$ cat src/rtl/timer_pkg.sv
// timer_pkg: shared defaults, mode encodings and width helpers for the timer event controller
package timer_pkg;
  localparam int N_CH_DEF = 4;
  localparam int MISS_W_DEF = 4;
  localparam logic MODE_STICKY = 1'b0;
  localparam logic MODE_PULSE = 1'b1;
  function automatic int clog2(input int v);
    int r;
    r = 0;
    for (int p = 1; p < v; p = p << 1) r++;
    return r;
  endfunction
  function automatic int idWidth(input int n);
    return (clog2(n) < 1) ? 1 : clog2(n);
  endfunction
endpackage

$ cat src/rtl/timer_event_channel.sv
// timer_event_channel: one channel's edge detect, event flag and saturating miss counter
// Ports: iClk/iReset (async, active-high), iComparisonTrue compare-match level,
//   iEnable event enable, iModePulse 0=sticky 1=pulse, iAck clears flag/counter,
//   oFlag registered event flag, oMissCount events lost while the flag was pending.
module timer_event_channel
  import timer_pkg::*;
#(
  parameter int MISS_W = MISS_W_DEF,
  parameter bit EDGE_DETECT = 1'b1
) (
  input  logic              iClk,
  input  logic              iReset,
  input  logic              iComparisonTrue,
  input  logic              iEnable,
  input  logic              iModePulse,
  input  logic              iAck,
  output logic              oFlag,
  output logic [MISS_W-1:0] oMissCount
);
  logic prev;
  logic ev;
  assign ev = iEnable & (EDGE_DETECT ? (iComparisonTrue & ~prev) : iComparisonTrue);
  always_ff @(posedge iClk or posedge iReset) begin
    if (iReset) begin
      prev <= 1'b0;
      oFlag <= 1'b0;
      oMissCount <= '0;
    end else begin
      prev <= iComparisonTrue;
      if (iModePulse == MODE_PULSE) begin
        oFlag <= ev;
        if (iAck) oMissCount <= '0;
      end else if (ev & oFlag & ~iAck) begin
        oMissCount <= (&oMissCount) ? oMissCount : oMissCount + 1'b1;
      end else if (iAck) begin
        // a fresh event in the ack cycle keeps the flag raised
        oFlag <= ev;
        oMissCount <= '0;
      end else if (ev) begin
        oFlag <= 1'b1;
      end
    end
  end
endmodule

$ cat src/rtl/timer_event_ctrl.sv
// timer_event_ctrl: multi-channel compare-match event capture with prioritised interrupt
// Ports: iClk/iReset (async, active-high), per-channel iComparisonTrue/iEnable/iModePulse/iAck,
//   oFlag per-channel flags, oIrq any enabled flag, oIrqId lowest enabled flagged channel,
//   oMissCount channel i at [i*MISS_W +: MISS_W].
module timer_event_ctrl
  import timer_pkg::*;
#(
  parameter int N_CH = N_CH_DEF,
  parameter int MISS_W = MISS_W_DEF,
  parameter bit EDGE_DETECT = 1'b1,
  localparam int ID_W = idWidth(N_CH)
) (
  input  logic                     iClk,
  input  logic                     iReset,
  input  logic [N_CH-1:0]          iComparisonTrue,
  input  logic [N_CH-1:0]          iEnable,
  input  logic [N_CH-1:0]          iModePulse,
  input  logic [N_CH-1:0]          iAck,
  output logic [N_CH-1:0]          oFlag,
  output logic                     oIrq,
  output logic [ID_W-1:0]          oIrqId,
  output logic [N_CH*MISS_W-1:0]   oMissCount
);
  logic [N_CH-1:0] masked;
  for (genvar g = 0; g < N_CH; g++) begin : gCh
    timer_event_channel #(.MISS_W(MISS_W), .EDGE_DETECT(EDGE_DETECT)) uCh (
      .iClk           (iClk),
      .iReset         (iReset),
      .iComparisonTrue(iComparisonTrue[g]),
      .iEnable        (iEnable[g]),
      .iModePulse     (iModePulse[g]),
      .iAck           (iAck[g]),
      .oFlag          (oFlag[g]),
      .oMissCount     (oMissCount[g*MISS_W +: MISS_W])
    );
  end
  assign masked = oFlag & iEnable;
  assign oIrq = |masked;
  // scan high to low so the lowest set index is written last
  always_comb begin
    oIrqId = '0;
    for (int i = N_CH - 1; i >= 0; i--) if (masked[i]) oIrqId = ID_W'(i);
  end
endmodule

$ cat config.mk
export PLATFORM = sky130hd
export DESIGN_NAME = timer_event_ctrl
export DESIGN_NICKNAME = d
export VERILOG_FILES = /design/src/rtl/timer_pkg.sv /design/src/rtl/timer_event_channel.sv /design/src/rtl/timer_event_ctrl.sv
export SDC_FILE = /design/constraint.sdc
export NUM_CORES = 1
export LEC_CHECK = 0
export ABC_AREA = 1
export ABC_CLOCK_PERIOD_IN_PS = 1000
export CELL_PAD_IN_SITES_DETAIL_PLACEMENT = 1
export CELL_PAD_IN_SITES_GLOBAL_PLACEMENT = 2
export CORE_MARGIN = 2
export CORE_UTILIZATION = 25
export DETAILED_ROUTE_END_ITERATION = 7
export GPL_TIMING_DRIVEN = 0
export PLACE_DENSITY_LB_ADDON = 0.1
export SYNTH_ARGS = -nofsm -noshare
export SYNTH_HDL_FRONTEND = slang
export SYNTH_SLANG_ARGS = --single-unit
$ cat constraint.sdc
create_clock -name iClk -period 1 [get_ports iClk]
set_input_delay 0.2 -clock iClk [delete_from_list [all_inputs] [get_ports iClk]]
set_output_delay 0.2 -clock iClk [all_outputs]
set_load 0.05 [all_outputs]
==> results.md <==
- The peak ir drop on the vdd network is 489 µV.
- The terminating pin of the worst hold path is gCh[1].uCh.prev.
- For this configuration, the core starts out at a cell density of 26.1%.
- Counting instances, the worst hold path has a depth of 1.
- The number of cells on the worst reg-to-reg path is 9.
- The overall die width is 85.8 µm.
- The worst setup path is captured at an output port.
- The slack of the worst reg-to-reg path is -0.20 ns.
- On the critical path, the stage with the largest delay is an instance of sky130_fd_sc_hd__dfrtp_1.
- The final global-route overflow total is 0.
- For this run, design rule violations remaining after detail routing come to 1.
- The area added between synthesis and finish is 69.7%.
- The startpoint identified for the worst register-to-register timing path is gCh[2].uCh.oFlag.
- The number of standard-cell rows in the floorplan is 29.
- The count of nets left with antenna violations after detail routing is 0.
- The first TritonRoute pass finished after 8 iterations.
- The switching power summed over all nets is 699 µW.
- The number of H-tree levels is 1.
- Dividing total power by cell area gives a power density of 797 nW/µm².
- Counting every sink on the clock net gives 24.
- The detailed router's first-iteration violation count is 39.
- 41 I/O pins were placed.
- The static leakage power is 0.00143 µW.
- The class of the tightest hold or removal check is primary input to flip-flop.
- Cells fill 44.2% of the core in the end.
- The hold violation count in the final report is 0.
- The overall routing resource usage is 13.4%.
- The die span in y is 85.8 µm.
- The number of antenna diodes in the final layout is 0.
- The worst register-to-register path ends at gCh[2].uCh.oMissCount[1].
- The ratio of final minimum period to clock period is 144%.
- Prior to clock tree synthesis, the placed netlist has a worst setup slack of -1.21 ns.
- Of all nets on the critical path, the largest fanout is 2.
- The internal power summed over all cells is 1570 µW.
- The final reports fail on design-rule violations, negative setup slack.
- Clock tree synthesis selected as its root buffer the cell sky130_fd_sc_hd__clkbuf_8.
- Walking the worst path, the cells encountered are nand2_2 -> o21bai_4 -> a21boi_4 -> buf_6.
- The setup skew after layout is 0.00417 ns.
- The critical path starts at gCh[3].uCh.oFlag.
- The pin count of the biggest net entering global routing is 25.
- The switching portion of total power is 30.9%.
- In this run the most critical hold path is launched from iComparisonTrue[1].
- The netlist area before placement is 1670 µm².
- In this run the cell area measured after placement is 2270 µm².
- The setup path with the least slack is of type flip-flop to output port.
- The number of different library cells in the post-synthesis netlist is 27.
- The gate family responsible for the most delay along the worst path is flip-flops.
- The CTS tree is yes.
- On the worst path, the slowest cell contributes a delay of 0.39 ns.
- The number of global-route vias before repair is 1,676.
- Setup violations remaining at the end of the flow were counted as 40.
- In this run the deepest clock path goes through 2 buffers.
- The net count of the finished layout is 303.
- The time the worst path needs with I/O delays and setup is 1.44 ns.
- The total routed wirelength is 4730 µm.
- The HPWL after detailed placement is 3290 µm.
- The number of max-slew violations in the final report came to 0.
- The count of synthesis-stage warnings from yosys is 0.
- The clock latency on the worst-skew pair is 0.28 ns.
- The synthesized design contains 24 register bits.
- The power share of the sequential group is 44.9%.
- The finished cells cover 2840 µm².
- The required time at the endpoint of the critical path is 0.80 ns.
- Data arrives at the worst endpoint at 1.24 ns.
- Setup repair after global routing could not meet its margin everywhere.
- The floorplan core area is 6420 µm².
- Summing the sequential cell areas from Yosys gives 35.9% of the chip area.
- In this run the tool buffered the top-level ports with 40 buffer cells.
- The global-route wire length before repair is 7890 µm.
- The total buffers and inverters traversed by the critical path is 1.
- The via count of the routed design is 1,609.
- The share of total power dissipated in combinational logic is 23.1%.
- The die footprint is 7370 µm².
- The number of nets produced by synthesis is 232.
- The run finished, with violations left.
- The number of clock buffers added by TritonCTS is 3.
- The element type at the critical path start is a flip-flop.
- The number of max-capacitance violations reported is 0.
- The clock input transition at the sequential cells of the worst setup and hold paths is 0.10 ns.
- Measured against its own limit, the worst slew margin works out to 59.0%.
- At the pin with the least slew margin, the transition time is 0.613 ns.
- Setup slack on the critical path of the routed design comes to -0.442 ns.
- The cell count after synthesis is 210.
- A synthesized cell averages 7.97 µm².
- After detailed routing, the number of vias per cell comes to 4.51.
- At the end of routability-driven placement, the weighted congestion stood at 0.709.
- The initial antenna violation count is 0.
- The share of total power in the clock network is 32.0%.
- Based on the critical path, the design can be clocked at up to 0.693 GHz.
- The completed layout was analyzed and its total power is 2260 µW.
- After detailed routing, the average wire length per cell comes to 13.2 µm.
- Cells with a size suffix above 1 make up 52.9% of the layout.
-- layout make-up --
type	instances	area [µm²]
flip-flops and latches	24	623
inverters	41	158
plain buffers	4	45.0
well taps	77	96.3
clock buffers	4	55.1
repair buffers	66	683
multi-input cells	141	1180
fillers	758	3580
-- cells in the final DEF (no fill, tap or decap), types with 2 or more instances in the layout --
master	instances
sky130_fd_sc_hd__buf_4	17
sky130_fd_sc_hd__buf_6	29
sky130_fd_sc_hd__buf_8	6
sky130_fd_sc_hd__clkbuf_8	4
sky130_fd_sc_hd__clkdlybuf4s50_1	12
sky130_fd_sc_hd__dfrtp_1	6
sky130_fd_sc_hd__dfrtp_2	18
sky130_fd_sc_hd__dlygate4sd2_1	5
sky130_fd_sc_hd__ha_4	4
sky130_fd_sc_hd__inv_1	31
sky130_fd_sc_hd__inv_2	9
sky130_fd_sc_hd__nand2_1	34
sky130_fd_sc_hd__nand2_2	13
sky130_fd_sc_hd__nand2_4	4
sky130_fd_sc_hd__nand2_8	3
sky130_fd_sc_hd__nand3_1	22
sky130_fd_sc_hd__nand3_2	7
sky130_fd_sc_hd__nand3_4	4
sky130_fd_sc_hd__nand3b_4	3
sky130_fd_sc_hd__nand4_1	8
sky130_fd_sc_hd__nor2_1	8
sky130_fd_sc_hd__nor2_4	6
sky130_fd_sc_hd__nor2_8	5
sky130_fd_sc_hd__o21ai_0	3
sky130_fd_sc_hd__o21ai_2	5
sky130_fd_sc_hd__o22ai_1	2
sky130_fd_sc_hd__o22ai_2	2
sky130_fd_sc_hd__or2_4	3
-- worst reg2reg max path: stages, from the launching register on --
cell	delay, ns
sky130_fd_sc_hd__dfrtp_1	0.39
sky130_fd_sc_hd__buf_6	0.11
sky130_fd_sc_hd__buf_6	0.10
sky130_fd_sc_hd__nand2_8	0.07
sky130_fd_sc_hd__nor2_8	0.14
sky130_fd_sc_hd__nand3_1	0.09
sky130_fd_sc_hd__nand2_1	0.06
sky130_fd_sc_hd__nand2_1	0.05
sky130_fd_sc_hd__nand2_1	0.06
sky130_fd_sc_hd__inv_1	0.03
-- synth_stat cells --
cell | n | share of area, %
sky130_fd_sc_hd__nor2_2 | 3 | 1.1
sky130_fd_sc_hd__ha_1 | 4 | 3.0
sky130_fd_sc_hd__nand3_2 | 3 | 1.8
sky130_fd_sc_hd__inv_2 | 4 | 0.90
sky130_fd_sc_hd__nor2_8 | 5 | 6.0
sky130_fd_sc_hd__o21ai_2 | 2 | 1.0
sky130_fd_sc_hd__nand3_4 | 1 | 1.0
sky130_fd_sc_hd__nand3_1 | 29 | 8.7
sky130_fd_sc_hd__nand3b_2 | 2 | 1.3
sky130_fd_sc_hd__nand3b_4 | 1 | 1.2
sky130_fd_sc_hd__o21ai_0 | 4 | 1.2
sky130_fd_sc_hd__nand2_4 | 4 | 2.7
sky130_fd_sc_hd__o22ai_1 | 4 | 1.5
sky130_fd_sc_hd__nor2_4 | 2 | 1.3
sky130_fd_sc_hd__o211ai_2 | 1 | 0.75
sky130_fd_sc_hd__nand4_1 | 8 | 3.0
sky130_fd_sc_hd__nand2_2 | 4 | 1.5
sky130_fd_sc_hd__or2_2 | 3 | 1.1
sky130_fd_sc_hd__a21boi_0 | 1 | 0.45
sky130_fd_sc_hd__buf_4 | 4 | 1.8
sky130_fd_sc_hd__o21ai_1 | 3 | 0.90
sky130_fd_sc_hd__inv_1 | 37 | 8.3
sky130_fd_sc_hd__nor2_1 | 9 | 2.0
sky130_fd_sc_hd__nand2_1 | 46 | 10
sky130_fd_sc_hd__nand4_2 | 1 | 0.75
sky130_fd_sc_hd__dfrtp_1 | 24 | 36
sky130_fd_sc_hd__o21bai_1 | 1 | 0.45
-- kinds of logic (layout without fill, tap and decap cells) --
family | count (synthesis) | in the layout | synth area share [%]
buffers and inverters | 45 | 115 | 11.0
AND/OR/NAND/NOR | 121 | 121 | 43.9
AO/OA/AOI/OAI | 16 | 16 | 6.28
adder cells (fa/ha/maj) | 4 | 4 | 2.99
flip-flops | 24 | 24 | 35.9
-- routing by layer --
layer,part of all wire [%],global-route usage (%),routed length [µm]
met1,45,17.2,2130
met2,51,23.4,2430
met5,0,0,0
met4,0.66,2.45,31
met3,2.8,2.79,131
-- flip-flops by register name, indices dropped and copies added (netlist names) --
name	flops
gCh.uCh.oMissCount	16
gCh.uCh.oFlag	4
gCh.uCh.prev	4
-- power groups by stage --
stage | Clock (µW) | Sequential, µW | Combinational, µW
finish | 725 | 1020 | 524
global route | 781 | 1020 | 560
CTS | 752 | 1010 | 501
detailed placement | 0 | 1040 | 415
global placement | 0 | 1040 | 412
floorplan | 0 | 1050 | 225
-- through the flow --
stage / hold WS [ns] / cells / setup TNS, ns
after floorplan: 0.214 / 210 / -4.05
after global placement: 0.538 / 327 / -32.90
after detailed placement: 0.540 / 327 / -34.24
after CTS: 0.256 / 352 / -6.27
after global routing: 0.252 / 357 / -7.98
final: 0.256 / 357 / -5.99
-- how the worst max path moves through the flow --
| stage | endpoint | slack [ns] | cells past startpoint |
|---|---|---|---|
| 2_1_floorplan | gCh[0].uCh.oMissCount[0] | -0.29 | 6 |
| 3_3_place_gp | oIrqId[0] | -1.19 | 5 |
| 3_5_place_dp | oIrqId[0] | -1.21 | 5 |
| 4_1_cts | oIrqId[0] | -0.48 | 4 |
| 5_1_grt | oIrqId[0] | -0.50 | 4 |
| 6_report | oIrqId[0] | -0.44 | 4 |
-- timing repair --
item / in CTS / in global routing
setup endpoints to repair: 63 / 40
pin swaps: 13 / 13
resized for setup: 205 / 30
setup buffers: 21 / 6
hold buffers: 0 / 0
Note: power is estimated with default switching activity, not from simulation.
